**src/rtl/dehaze_frame_ctrl_if.sv**
```systemverilog
// Bundles the dark-channel pixel stream, the software config port and the live
// parameter outputs of the dehaze frame controller.
interface dehaze_frame_ctrl_if;
  logic        per_frame_vsync;
  logic        per_frame_href;
  logic        per_frame_clken;
  logic [7:0]  per_img_Dark;
  logic        cfg_wr;
  logic [7:0]  cfg_w_mult_255;
  logic [7:0]  cfg_t_min;
  logic [7:0]  cfg_a_manual;
  logic        cfg_a_mode;
  logic [7:0]  atmospheric_light;
  logic [7:0]  W_MULT_255;
  logic [7:0]  T_MIN;
  logic        param_update;
  logic        param_valid;
  logic [15:0] frame_cnt;
  logic [7:0]  peak_dark;

  modport master (
    output per_frame_vsync, per_frame_href, per_frame_clken, per_img_Dark,
           cfg_wr, cfg_w_mult_255, cfg_t_min, cfg_a_manual, cfg_a_mode,
    input  atmospheric_light, W_MULT_255, T_MIN, param_update, param_valid,
           frame_cnt, peak_dark
  );

  modport slave (
    input  per_frame_vsync, per_frame_href, per_frame_clken, per_img_Dark,
           cfg_wr, cfg_w_mult_255, cfg_t_min, cfg_a_manual, cfg_a_mode,
    output atmospheric_light, W_MULT_255, T_MIN, param_update, param_valid,
           frame_cnt, peak_dark
  );
endinterface

```
**src/rtl/dehaze_frame_ctrl.sv**
```systemverilog
// Per-frame parameter controller for the dehaze transmission stage: estimates and
// smooths atmospheric light, and commits shadowed config only in vertical blanking.
//
//   state  | meaning
//   IDLE   | blanking, waiting for vsync rise
//   ACCUM  | frame active, tracking peak dark value and valid pixel count
//   UPDATE | frame ended, computing next A and latching peak_dark
//   COMMIT | loading A, W and T_MIN into the live outputs
module dehaze_frame_ctrl #(
  parameter logic [7:0]  A_INIT    = 8'd255,
  parameter logic [7:0]  W_INIT    = 8'd230,
  parameter logic [7:0]  TMIN_INIT = 8'd25,
  parameter logic [7:0]  A_MIN     = 8'd16,
  parameter int          SMOOTH_SH = 2,
  parameter logic [15:0] MIN_PIX   = 16'd64
) (
  input  logic              clk,
  input  logic              rst_n,
  dehaze_frame_ctrl_if.slave bus
);

  typedef enum logic [1:0] {IDLE, ACCUM, UPDATE, COMMIT} state_t;

  state_t      state;
  logic        vsync_q;
  logic        rise_pend;
  logic [7:0]  acc_max;
  logic [15:0] pix_cnt;
  logic [7:0]  a_next;
  logic [7:0]  pend_w;
  logic [7:0]  pend_t;
  logic [7:0]  pend_a;
  logic        pend_mode;

  logic              rise, fall, pix_ok;
  logic signed [9:0] diff, step, smooth, a_raw;

  assign rise   = bus.per_frame_vsync & ~vsync_q;
  assign fall   = ~bus.per_frame_vsync & vsync_q;
  assign pix_ok = bus.per_frame_clken & bus.per_frame_href;

  // Signed 10-bit so a falling peak shifts arithmetically toward the new value.
  assign diff   = $signed({2'b00, acc_max}) - $signed({2'b00, bus.atmospheric_light});
  assign step   = diff >>> SMOOTH_SH;
  assign smooth = $signed({2'b00, bus.atmospheric_light}) + step;

  always_comb begin
    a_raw = $signed({2'b00, bus.atmospheric_light});
    if (pend_mode)
      a_raw = $signed({2'b00, pend_a});
    else if (pix_cnt >= MIN_PIX)
      a_raw = bus.param_valid ? smooth : $signed({2'b00, acc_max});
  end

  function automatic logic [7:0] clamp_a(input logic signed [9:0] v);
    if (v < $signed({2'b00, A_MIN}))   return A_MIN;
    else if (v > $signed(10'sd255))    return 8'd255;
    else                               return v[7:0];
  endfunction

  always_ff @(posedge clk or negedge rst_n) begin
    if (!rst_n) begin
      state                 <= IDLE;
      vsync_q               <= 1'b0;
      rise_pend             <= 1'b0;
      acc_max               <= 8'd0;
      pix_cnt               <= 16'd0;
      a_next                <= A_INIT;
      pend_w                <= W_INIT;
      pend_t                <= TMIN_INIT;
      pend_a                <= A_INIT;
      pend_mode             <= 1'b0;
      bus.atmospheric_light <= A_INIT;
      bus.W_MULT_255        <= W_INIT;
      bus.T_MIN             <= TMIN_INIT;
      bus.param_update      <= 1'b0;
      bus.param_valid       <= 1'b0;
      bus.frame_cnt         <= 16'd0;
      bus.peak_dark         <= 8'd0;
    end else begin
      vsync_q          <= bus.per_frame_vsync;
      bus.param_update <= 1'b0;
      // Pending regs load in any state; COMMIT reads the pre-write values.
      if (bus.cfg_wr) begin
        pend_w    <= bus.cfg_w_mult_255;
        pend_t    <= bus.cfg_t_min;
        pend_a    <= bus.cfg_a_manual;
        pend_mode <= bus.cfg_a_mode;
      end
      case (state)
        IDLE: begin
          if (rise) begin
            state   <= ACCUM;
            acc_max <= 8'd0;
            pix_cnt <= 16'd0;
          end
        end
        ACCUM: begin
          if (pix_ok) begin
            if (bus.per_img_Dark > acc_max) acc_max <= bus.per_img_Dark;
            if (pix_cnt != 16'hFFFF) pix_cnt <= pix_cnt + 16'd1;
          end
          if (fall) state <= UPDATE;
        end
        UPDATE: begin
          bus.peak_dark    <= acc_max;
          a_next           <= clamp_a(a_raw);
          rise_pend        <= rise;
          bus.param_update <= 1'b1;
          state            <= COMMIT;
        end
        COMMIT: begin
          bus.atmospheric_light <= a_next;
          bus.W_MULT_255        <= pend_w;
          bus.T_MIN             <= pend_t;
          bus.param_valid       <= 1'b1;
          bus.frame_cnt         <= bus.frame_cnt + 16'd1;
          rise_pend             <= 1'b0;
          if (rise || rise_pend) begin
            state   <= ACCUM;
            acc_max <= 8'd0;
            pix_cnt <= 16'd0;
          end else begin
            state <= IDLE;
          end
        end
        default: state <= IDLE;
      endcase
    end
  end

endmodule

```
**src/flat_wrapper.sv**
```systemverilog
// flat-port wrapper written by rule: the top's interface ports become plain ports
module dehaze_frame_ctrl_flat 
#(
  parameter logic [7:0]  A_INIT    = 8'd255,
  parameter logic [7:0]  W_INIT    = 8'd230,
  parameter logic [7:0]  TMIN_INIT = 8'd25,
  parameter logic [7:0]  A_MIN     = 8'd16,
  parameter int          SMOOTH_SH = 2,
  parameter logic [15:0] MIN_PIX   = 16'd64
)
  (clk, rst_n, bus_per_frame_vsync, bus_per_frame_href, bus_per_frame_clken, bus_per_img_Dark, bus_cfg_wr, bus_cfg_w_mult_255, bus_cfg_t_min, bus_cfg_a_manual, bus_cfg_a_mode, bus_atmospheric_light, bus_W_MULT_255, bus_T_MIN, bus_param_update, bus_param_valid, bus_frame_cnt, bus_peak_dark);
  dehaze_frame_ctrl_if bus_i ();
  input  logic clk;
  input  logic rst_n;
  input wire logic [$bits(bus_i.per_frame_vsync)-1:0] bus_per_frame_vsync;
  input wire logic [$bits(bus_i.per_frame_href)-1:0] bus_per_frame_href;
  input wire logic [$bits(bus_i.per_frame_clken)-1:0] bus_per_frame_clken;
  input wire logic [$bits(bus_i.per_img_Dark)-1:0] bus_per_img_Dark;
  input wire logic [$bits(bus_i.cfg_wr)-1:0] bus_cfg_wr;
  input wire logic [$bits(bus_i.cfg_w_mult_255)-1:0] bus_cfg_w_mult_255;
  input wire logic [$bits(bus_i.cfg_t_min)-1:0] bus_cfg_t_min;
  input wire logic [$bits(bus_i.cfg_a_manual)-1:0] bus_cfg_a_manual;
  input wire logic [$bits(bus_i.cfg_a_mode)-1:0] bus_cfg_a_mode;
  output wire logic [$bits(bus_i.atmospheric_light)-1:0] bus_atmospheric_light;
  output wire logic [$bits(bus_i.W_MULT_255)-1:0] bus_W_MULT_255;
  output wire logic [$bits(bus_i.T_MIN)-1:0] bus_T_MIN;
  output wire logic [$bits(bus_i.param_update)-1:0] bus_param_update;
  output wire logic [$bits(bus_i.param_valid)-1:0] bus_param_valid;
  output wire logic [$bits(bus_i.frame_cnt)-1:0] bus_frame_cnt;
  output wire logic [$bits(bus_i.peak_dark)-1:0] bus_peak_dark;
  assign bus_i.per_frame_vsync = bus_per_frame_vsync;
  assign bus_i.per_frame_href = bus_per_frame_href;
  assign bus_i.per_frame_clken = bus_per_frame_clken;
  assign bus_i.per_img_Dark = bus_per_img_Dark;
  assign bus_i.cfg_wr = bus_cfg_wr;
  assign bus_i.cfg_w_mult_255 = bus_cfg_w_mult_255;
  assign bus_i.cfg_t_min = bus_cfg_t_min;
  assign bus_i.cfg_a_manual = bus_cfg_a_manual;
  assign bus_i.cfg_a_mode = bus_cfg_a_mode;
  assign bus_atmospheric_light = bus_i.atmospheric_light;
  assign bus_W_MULT_255 = bus_i.W_MULT_255;
  assign bus_T_MIN = bus_i.T_MIN;
  assign bus_param_update = bus_i.param_update;
  assign bus_param_valid = bus_i.param_valid;
  assign bus_frame_cnt = bus_i.frame_cnt;
  assign bus_peak_dark = bus_i.peak_dark;
  dehaze_frame_ctrl #(.A_INIT(A_INIT), .W_INIT(W_INIT), .TMIN_INIT(TMIN_INIT), .A_MIN(A_MIN), .SMOOTH_SH(SMOOTH_SH), .MIN_PIX(MIN_PIX)) u_core (.clk(clk), .rst_n(rst_n), .bus(bus_i));
endmodule
```
**config.mk**
```make
export PLATFORM = sky130hd
export DESIGN_NAME = dehaze_frame_ctrl_flat
export DESIGN_NICKNAME = d
export VERILOG_FILES = /design/src/rtl/dehaze_frame_ctrl_if.sv /design/src/rtl/dehaze_frame_ctrl.sv /design/src/flat_wrapper.sv
export SDC_FILE = /design/constraint.sdc
export NUM_CORES = 1
export LEC_CHECK = 0
export CORE_MARGIN = 10
export CORE_UTILIZATION = 49
export CTS_CLUSTER_DIAMETER = 40
export CTS_CLUSTER_SIZE = 20
export DETAILED_ROUTE_END_ITERATION = 7
export PLACE_DENSITY = 0.77
export RECOVER_POWER = 25
export SLEW_MARGIN = 20
export SYNTH_ARGS = -nofsm -noshare
export SYNTH_HDL_FRONTEND = slang
export SYNTH_SLANG_ARGS = --single-unit
```
**constraint.sdc**
```tcl
create_clock -name clk -period 4.27 [get_ports clk]
set_input_delay 1.281 -clock clk [delete_from_list [all_inputs] [get_ports clk]]
set_output_delay 1.281 -clock clk [all_outputs]
set_load 0.02 [all_outputs]
```
==> flow_summary.json <==
{
  "outcome": "finished, violations left",
  "violations": "max-capacitance violations, max-slew violations",
  "wirelength_microns": 13940,
  "drcViolationCount": 0,
  "areaGrowthSynthToFinish_pct": 23.77,
  "n_antenna_cell": 0,
  "die_y_microns": 129.3,
  "cts_tree": "done",
  "multi_input_area_sq_um": 2819,
  "ir_drop_mv": 0.4805,
  "cts_buffers": 9,
  "synth_top_area_frac": 0.3033,
  "fillers": 936,
  "final_util": 0.6270,
  "vias": 4514,
  "ys_types": 61,
  "max_cap_viol_count": 2,
  "hold_viol": 0,
  "fp.dieW_microns": 129.3,
  "ys_ff_latch": 111,
  "maxSlewViolCount": 94,
  "synth_common_cells": "71 x dfrtp_1, 50 x mux2_2, 45 x inv_1, 40 x dfstp_2, 40 x o21ai_0",
  "cts_buffer_depth": 2,
  "clkTransAtPathRegs_ns": 0.07,
  "dieArea_sq_um": 16730,
  "fin_skew_ns": 0.006534,
  "dp_hpwl_microns": 10520,
  "pwr_density_cell_nw_per_um2": 742.0,
  "ys_async_sr_fraction": 1.000,
  "synth.avg_cell_area_sq_um": 10.54,
  "stdcell_area_sq_um": 7251,
  "drt_iter0_markers": 225,
  "initial_utilization": 0.5065,
  "fp-row-count": 39,
  "drive_above_1_share": 0.2119,
  "coreArea_sq_um": 11560,
  "pin_count": 89,
  "drtAntennaViolNets": 0,
  "post-synth-top-count-cell": "dfrtp_1",
  "worstPathArrival_ns": 4.23,
  "antenna_found_initial": 0,
  "max_freq_mhz": 252.4,
  "rsz0062_at_grt": "no",
  "insertion_delay_ns": 0.35,
  "yosysSeqAreaShare": 0.4827,
  "yosysTopAreaCell": "dfrtp_1",
  "post_drt_wl_per_cell_microns": 17.44,
  "cts_root_buffer": "clkbuf_16",
  "fin_crit_ns": 3.962,
  "tightest_slew_ns": 2.967,
  "seq_area_sq_um": 2828,
  "setup_viol": 0,
  "htreeDepth": 3,
  "grt_pass1_wl_microns": 23380,
  "dpl_cell_area_sq_um": 6949,
  "synth_edf_count": 0,
  "path_max_fanout": 4,
  "period_share": 0.9279,
  "relSlewSlack": -0.9777,
  "grt_pass1_vias": 4814,
  "path_class": "reg2reg",
  "syn_inst": 556,
  "io_buffers": 88,
  "hold_path_class": "reg2reg",
  "end_kind": "register",
  "grt_max_degree": 59,
  "startpoint_type": "register",
  "syn_nets": 629,
  "tns_ns": 0,
  "globalplace.congestion": 0.9155,
  "synth.area.top_cells": "dfrtp_1 30%, dfstp_2 18%, mux2_2 9.6%, ha_1 7.0%, o21ai_0 3.4%",
  "leakage_nw": 3.086,
  "required_ns": 4.54,
  "cts_num_sinks": 111,
  "globalRouteTotalUtil": 0.1718,
  "viasPerCell": 5.650,
  "synth_area_sq_um": 5858,
  "overflow": 0,
  "yosysWarnings": 0,
  "synthFlopType": "dfrtp_1",
  "firstDrtPassIters": 4,
  "nNetsFinal": 724
}
==> stage by stage <==
step / std cells / hold slack (ns) / setup WS [ns] / power, mW
CTS: 799 / 0.4781 / 0.2173 / 5.349
detailed placement: 783 / 0.4668 / 0.2415 / 4.535
global route: 799 / 0.4928 / 0.01974 / 5.802
global placement: 783 / 0.4583 / 0.3717 / 4.435
floorplan: 556 / 0.4531 / 0.2091 / 3.519
finish: 799 / 0.4753 / 0.3078 / 5.380
==> placed cells by master, fill, tap and decap left out, types with 3 or more instances in the layout <==
master            n
buf_4            11
a211oi_1         10
nor2b_1           6
and3_1            5
mux2i_1           4
nor2_1           39
xor2_1           13
a21oi_2           3
clkdlybuf4s50_1  86
dfrtp_1          71
nand2_1          28
nand4_1           8
inv_1            45
clkbuf_16         9
ha_1             32
clkbuf_1          3
nand3_1          26
o21ai_0          39
dfstp_2          40
o22ai_1           8
xnor2_1          17
a21oi_1          24
a21o_1            5
nor4_1            3
mux2_2           50
nor3_1           12
or2_2             3
nand2b_1          4
or3_1             6
==> routing by layer <==
layer / part of all wire / global-route usage / vias up
li1: - / - / 2153
met1: 0.42 / 0.2054 / 2230
met2: 0.51 / 0.2899 / 106
met3: 0.051 / 0.03711 / 25
met4: 0.026 / 0.08094 / 0
met5: 0 / 0 / -
==> flip-flops by register name (all words and copies together), names as in the netlist, 2 cells and up <==
name,flops
u_core.bus.atmospheric_light,8
u_core.a_next,8
u_core.pix_cnt,16
u_core.acc_max,8
u_core.pend_a,8
u_core.state,2
u_core.bus.T_MIN,8
u_core.bus.W_MULT_255,8
u_core.pend_w,8
u_core.bus.peak_dark,8
u_core.pend_t,8
u_core.bus.frame_cnt,16
==> final timing paths <==
check                                                            start                                   to  slack, ns  cells past startpoint
min in group asynchronous                                        rst_n  u_core.bus.peak_dark[5]$_DFFE_PN0P_       1.89                      1
setup reg to reg           u_core.bus.atmospheric_light[2]$_DFFE_PN1P_         u_core.a_next[2]$_DFFE_PN1P_       0.31                     19
max in group asynchronous                                        rst_n       u_core.pix_cnt[10]$_DFFE_PN0P_       0.70                      1
setup / recovery           u_core.bus.atmospheric_light[2]$_DFFE_PN1P_         u_core.a_next[2]$_DFFE_PN1P_       0.31                     19
hold / removal                            u_core.a_next[3]$_DFFE_PN1P_         u_core.a_next[3]$_DFFE_PN1P_       0.48                      2
hold reg to reg                           u_core.a_next[3]$_DFFE_PN1P_         u_core.a_next[3]$_DFFE_PN1P_       0.48                      2
==> power by group <==
group	switching, mW	internal [mW]	total (mW)	leakage [nW]
sequential	0.205	1.40	1.61	1.34
combinational	1.62	1.36	2.98	1.61
clock	0.392	0.402	0.794	0.135
total	2.22	3.16	5.38	3.09
==> critical path, cell delays in order (launching register included) <==
cell and delay [ns]:
dfstp_2 0.56, inv_1 0.06, ha_1 0.34, a21o_1 0.19, a31oi_2 0.16, buf_4 0.14, nor2b_1 0.04, nor2_1 0.17
o21ai_0 0.09, nor2b_1 0.15, ha_1 0.32, a211oi_1 0.21, a21oi_1 0.15, or3_1 0.33, a31o_2 0.26, a21oi_2 0.14
a32oi_1 0.12, o2111ai_2 0.20, buf_4 0.17, o22ai_1 0.08
==> logic make-up after synthesis <==
group           after synthesis  synth area share
xor+xnor                     30           0.04485
simple gates                154            0.1343
flops                       111            0.4827
fa+ha+maj                    34           0.07390
compound gates              111            0.1194
buf+inv                      62           0.04186
mux                          54            0.1029
==> cell type report <==
type / count / area share
Clock inverter: 6 / 0.006385
Inverter: 45 / 0.02330
Timing Repair Buffer: 101 / 0.1353
Clock buffer: 10 / 0.03158
Sequential cell: 111 / 0.3900
Multi-Input combinational cell: 383 / 0.3888
Tap cell: 143 / 0.02468
==> what timing repair did <==
action	4_1_cts	5_1_grt
gates resized for setup	0	8
setup endpoints to repair	0	5
buffers inserted	0	0
hold buffers	0	0
No activity file was read; power rests on OpenSTA's default activity.
